==> src/rtl/cdc_pkg.sv <==
// Shared definitions for the clock-domain-crossing cells.
//   launch_state_t   : handshake state of the source-side launcher
//   DefaultNumStages : default synchronizer depth
//   cnt_width()      : width of a counter that must hold 0..limit
package cdc_pkg;

  typedef enum logic [1:0] {
    IDLE = 2'd0,
    REQ  = 2'd1,
    REL  = 2'd2
  } launch_state_t;

  localparam int unsigned DefaultNumStages = 2;

  function automatic int unsigned cnt_width(input int unsigned limit);
    return (limit == 0) ? 1 : $clog2(limit + 1);
  endfunction

endpackage

==> src/rtl/bit_sync.sv <==
// Single-bit multi-flop synchronizer.
//   CLK : destination clock
//   RST : asynchronous active-low reset, clears every stage
//   d   : asynchronous input
//   q   : input after NUM_STAGES flops
module bit_sync
  import cdc_pkg::*;
#(
  parameter int unsigned NUM_STAGES = DefaultNumStages
) (
  input  logic CLK,
  input  logic RST,
  input  logic d,
  output logic q
);

  logic [NUM_STAGES-1:0] sync_q;

  always_ff @(posedge CLK or negedge RST) begin
    if (!RST) begin
      sync_q <= '0;
    end else begin
      sync_q <= {sync_q[NUM_STAGES-2:0], d};
    end
  end

  assign q = sync_q[NUM_STAGES-1];

endmodule

==> src/rtl/data_sync_launch.sv <==
// Source-domain launcher of the multi-bit bus synchronizer. Holds an accepted
// word on Unsync_bus and runs a 4-phase req/ack handshake so the word never
// changes while the destination may still be sampling it.
//   CLK, RST     : source clock, asynchronous active-low reset
//   src_valid    : word offered on src_data
//   src_data     : word to transmit
//   src_ready    : launcher idle, can accept a word
//   Unsync_bus   : held word toward the destination synchronizer
//   bus_enable   : request level toward the destination
//   dst_ack      : acknowledge from the destination (asynchronous)
//   xfer_done    : one-cycle pulse on normal handshake completion
//   err_timeout  : sticky flag, a handshake phase exceeded TIMEOUT cycles
//   err_clr      : clears err_timeout (a coincident new timeout wins)
module data_sync_launch
  import cdc_pkg::*;
#(
  parameter int unsigned BUS_WIDTH  = 8,
  parameter int unsigned NUM_STAGES = DefaultNumStages,
  parameter int unsigned TIMEOUT    = 255
) (
  input  logic                 CLK,
  input  logic                 RST,
  input  logic                 src_valid,
  input  logic [BUS_WIDTH-1:0] src_data,
  output logic                 src_ready,
  output logic [BUS_WIDTH-1:0] Unsync_bus,
  output logic                 bus_enable,
  input  logic                 dst_ack,
  output logic                 xfer_done,
  output logic                 err_timeout,
  input  logic                 err_clr
);

  logic                 ack_s;
  launch_state_t        state_q;
  logic [BUS_WIDTH-1:0] bus_q;
  logic                 enable_q;
  logic                 done_q;
  logic                 err_q;
  // Set when the current transfer left REQ by timeout; its REL exit is not
  // a normal completion and must not pulse xfer_done.
  logic                 abort_q;
  logic                 to_hit;
  logic                 leave;
  logic                 err_set;

  // The only sampling point of dst_ack.
  bit_sync #(
    .NUM_STAGES(NUM_STAGES)
  ) u_ack_sync (
    .CLK(CLK),
    .RST(RST),
    .d  (dst_ack),
    .q  (ack_s)
  );

  // State is about to change this cycle; the phase counter restarts.
  always_comb begin
    leave = 1'b0;
    case (state_q)
      REQ:     leave = ack_s | to_hit;
      REL:     leave = ~ack_s | to_hit;
      default: leave = 1'b0;
    endcase
  end

  always_comb begin
    err_set = 1'b0;
    case (state_q)
      REQ:     err_set = ~ack_s & to_hit;
      REL:     err_set = ack_s & to_hit;
      default: err_set = 1'b0;
    endcase
  end

  generate
    if (TIMEOUT > 0) begin : g_cnt
      localparam int unsigned CntW = cnt_width(TIMEOUT);
      logic [CntW-1:0] cnt_q;

      always_ff @(posedge CLK or negedge RST) begin
        if (!RST) begin
          cnt_q <= '0;
        end else if (state_q == IDLE || leave) begin
          cnt_q <= '0;
        end else begin
          cnt_q <= cnt_q + CntW'(1);
        end
      end

      // Fires on the cycle whose increment would reach TIMEOUT, so a phase
      // lasts at most TIMEOUT cycles.
      assign to_hit = (state_q != IDLE) && (cnt_q == CntW'(TIMEOUT - 1));
    end else begin : g_no_cnt
      assign to_hit = 1'b0;
    end
  endgenerate

  always_ff @(posedge CLK or negedge RST) begin
    if (!RST) begin
      state_q  <= IDLE;
      bus_q    <= '0;
      enable_q <= 1'b0;
      done_q   <= 1'b0;
      err_q    <= 1'b0;
      abort_q  <= 1'b0;
    end else begin
      done_q <= 1'b0;

      if (err_set) begin
        err_q <= 1'b1;
      end else if (err_clr) begin
        err_q <= 1'b0;
      end

      case (state_q)
        IDLE: begin
          // A stale ack_s here is ignored; launch regardless.
          if (src_valid) begin
            bus_q    <= src_data;
            enable_q <= 1'b1;
            abort_q  <= 1'b0;
            state_q  <= REQ;
          end
        end
        REQ: begin
          if (ack_s) begin
            enable_q <= 1'b0;
            state_q  <= REL;
          end else if (to_hit) begin
            enable_q <= 1'b0;
            abort_q  <= 1'b1;
            state_q  <= REL;
          end
        end
        REL: begin
          if (!ack_s) begin
            done_q  <= ~abort_q;
            state_q <= IDLE;
          end else if (to_hit) begin
            state_q <= IDLE;
          end
        end
        default: begin
          enable_q <= 1'b0;
          state_q  <= IDLE;
        end
      endcase
    end
  end

  assign src_ready   = (state_q == IDLE);
  assign Unsync_bus  = bus_q;
  assign bus_enable  = enable_q;
  assign xfer_done   = done_q;
  assign err_timeout = err_q;

endmodule
==> config.mk <==
export PLATFORM = sky130hd
export DESIGN_NAME = data_sync_launch
export DESIGN_NICKNAME = d
export VERILOG_FILES = /design/src/rtl/cdc_pkg.sv /design/src/rtl/bit_sync.sv /design/src/rtl/data_sync_launch.sv
export SDC_FILE = /design/constraint.sdc
export NUM_CORES = 1
export LEC_CHECK = 0
export ABC_AREA = 1
export BUFFER_PORTS_ARGS = -buffer_cell sky130_fd_sc_hd__buf_2
export CAP_MARGIN = 20
export CORE_ASPECT_RATIO = 1.1
export CORE_UTILIZATION = 44
export DETAILED_ROUTE_END_ITERATION = 6
export GPL_ROUTABILITY_DRIVEN = 0
export PLACE_DENSITY = 0.67
export SLEW_MARGIN = 40
export SYNTH_ARGS = -nofsm -noshare
export SYNTH_HDL_FRONTEND = slang
export SYNTH_SLANG_ARGS = --single-unit
==> constraint.sdc <==
create_clock -name CLK -period 3.4 [get_ports CLK]
set_clock_uncertainty 0.05 [all_clocks]
set_input_delay 0.34 -clock CLK [delete_from_list [all_inputs] [get_ports CLK]]
set_output_delay 0.34 -clock CLK [all_outputs]
set_load 0.02 [all_outputs]
==> qor.txt <==
Outcome - finished clean
Crit Path Max Fanout - 4
Synth Area per Inst - 10.13 µm²
Final ANT Viol Nets - 0
PwrDens - 762.4 nW/µm²
Hold Vio Cnt, Final - 0
Yosys reg bits - 24
Layout cell share with drive strength beyond 1 - 33.09%
CP arrival - 1.32 ns
Slowest CP cell - dfrtp_1
IO Pins - 25
Core Region - 2320 µm²
Hold Path Class - input pin to flip-flop
Slew margin rel. - 64.31%
Crit-path leading delay family - flip-flops
Clock transition at path regs - 0.13 ns
DRC - 0
Synthesized net count - 130
Synthesized netlist cell count - 110
Levels on crit path - 3
TritonCTS clock tree - yes
Hold path depth - 1
Vias in the first global route - 745
Slowest cell delay on critical path - 0.42 ns
Tot GR Track Use - 15.99%
Clk buf depth - 2
Design area - 1319 µm²
Area after DPL - 1272 µm²
DRT Pass-1 Iters - 5
Die area - 2739 µm²
H-tree levels - 1
Reg2Reg Setup Slack - 1.78 ns
Worst-Skew Late Latency - 0.30 ns
Initial Util - 48.06%
WHS Endpoint - u_ack_sync.sync_q[0]
Worst setup path class - flip-flop to primary output
Post-CTS Setup Bufs - 0
Row Count - 18
Pre-CTS WS - 1.791 ns
VDD IR max - 489.4 µV
GRT overflow - 0
Final WL - 1937 µm
NumNets Final - 160
Final Max Tran Viols - 0
Port bufs - 24
Grt peak-use layer - met2
Initial DRC count - 12
Routing usage on met1 - 19.26%
Met3 usage - 3.333%
Peak Freq - 0.5865 GHz
WP data required - 3.01 ns
Largest net degree at the start of global routing - 25
Slew @ Worst Pin - 0.5353 ns
P&R area growth vs syn - 18.29%
Cells along the critical path - inv_1, ha_1, buf_2
Worst R2R Path Depth - 10
DIE HEIGHT - 54.79 µm
CP bufs+invs - 2
Crit end category - primary output
Post-Syn Area - 1115 µm²
Vias per cell - 4.562
Post-synth cell types - 18
Root Buffer - clkbuf_4
Num CTS Buffers - 3
Dpl hpwl - 1475 µm
DR vias - 771
FF-to-FF End - g_cnt.cnt_q[3]
Post-DR wirelength/cell - 11.46 µm
Fin crit share - 50.15%
Register area share after synthesis - 53.87%
Design Power - 1.005 mW
Core Util, Final - 56.85%
Max-Cap Viols - 0
Sink Count - 24
Min-delay src - dst_ack
Die Width - 50.00 µm
Ant diodes - 0
GR Util met2 - 28.44%
Crit path time final - 1.705 ns
Leakage power - 0.6693 nW
PnR worst setup slack - 1.695 ns
Final setup vio count - 0
Reg-to-Reg Start - state_q[0]
First-pass GRT wire length - 3194 µm
Antenna violations before repair - 0
Startpoint types - flip-flop
Fin Setup TNS - 0 ns
RSZ-0062 raised after global routing - no
Synth warnings - 0
==> routing by layer <==
metal	routed length [µm]	part of all wire, %
met2	973	50
met4	10	0.52
met3	51	2.6
met5	0	0
met1	901	47
==> cells in the final DEF (no fill, tap or decap), types with 2 or more instances in the layout <==
cell	n
xnor2_1	2
ha_1	7
nor2_1	16
clkbuf_4	3
xor2_1	3
dfrtp_1	24
nand2_1	19
inv_1	10
nor2_2	2
nand2_2	6
nand3_1	5
mux2_2	8
o21ai_0	2
buf_2	24
==> kinds of logic after synthesis <==
family | after synthesis | synth area share (%)
AND/OR/NAND/NOR | 50 | 19.98
flip-flops | 24 | 53.87
buffers and inverters | 11 | 3.704
multiplexers | 8 | 8.081
adder cells (fa/ha/maj) | 7 | 7.856
AO/OA/AOI/OAI | 5 | 2.582
XOR/XNOR | 5 | 3.929
==> flip-flops by register name (all words and copies together), names as in the netlist <==
name               count
Unsync_bus             8
abort_q                1
bus_enable             1
err_timeout            1
g_cnt.cnt_q            8
state_q                2
u_ack_sync.sync_q      2
xfer_done              1
==> where the power goes <==
part	switching (mW)	internal, mW	total, mW
Clock	0.0814	0.0653	0.147
Sequential	0.0473	0.366	0.413
Combinational	0.275	0.171	0.446
Total	0.403	0.602	1.01
==> synthesized netlist by cell type <==
library cell  number  share of area (%)
dfrtp_1           24                 54
nand2_1           19                6.4
nor2_1            16                5.4
inv_1             10                3.4
mux2_2             8                8.1
ha_1               7                7.9
nand2_2            6                3.4
nand3_1            5                2.2
xor2_1             3                2.4
nor2_2             2                1.1
o21ai_0            2               0.90
xnor2_1            2                1.6
a21oi_1            1               0.45
inv_2              1               0.34
nand2_4            1                1.0
nor3_1             1               0.45
o21bai_1           1               0.67
o22ai_1            1               0.56
==> stage by stage <==
step	hold slack, ns	cells
6_report	0.08757	169
4_1_cts	0.07581	169
2_1_floorplan	-0.005591	110
3_5_place_dp	0.3008	164
3_3_place_gp	0.2815	164
5_1_grt	0.06463	169
==> final cells by class <==
| cell class | count | area [µm²] |
|---|---|---|
| fill | 192 | 1001 |
| sequential | 24 | 600.6 |
| multi-input combinational | 75 | 473.0 |
| timing repair buffer | 25 | 130.1 |
| inverter | 11 | 41.29 |
| tap | 30 | 37.54 |
| clock buffer | 4 | 36.28 |
==> what timing repair did <==
item / CTS / global route
hold buffers: 1 / 0
hold endpoints to repair: 24 / 0
gates resized for setup: 0 / 0
==> how the worst max path moves through the flow <==
stage | start | endpoint
after detailed placement | state_q[0] | g_cnt.cnt_q[3]
after floorplan | state_q[0] | g_cnt.cnt_q[5]
final | state_q[1] | src_ready
after global routing | state_q[1] | src_ready
after CTS | state_q[1] | src_ready
after global placement | state_q[0] | g_cnt.cnt_q[4]
==> worst register-to-register path: stages (launching register included) <==
cell     delay, ns
dfrtp_1       0.42
inv_1         0.09
ha_1          0.27
inv_2         0.11
nand2_1       0.05
nor2_1        0.12
nand2_2       0.11
nand2_2       0.08
nand2_2       0.06
nand2_4       0.10
nor2_1        0.05
Note: power is estimated with default switching activity, not from simulation.
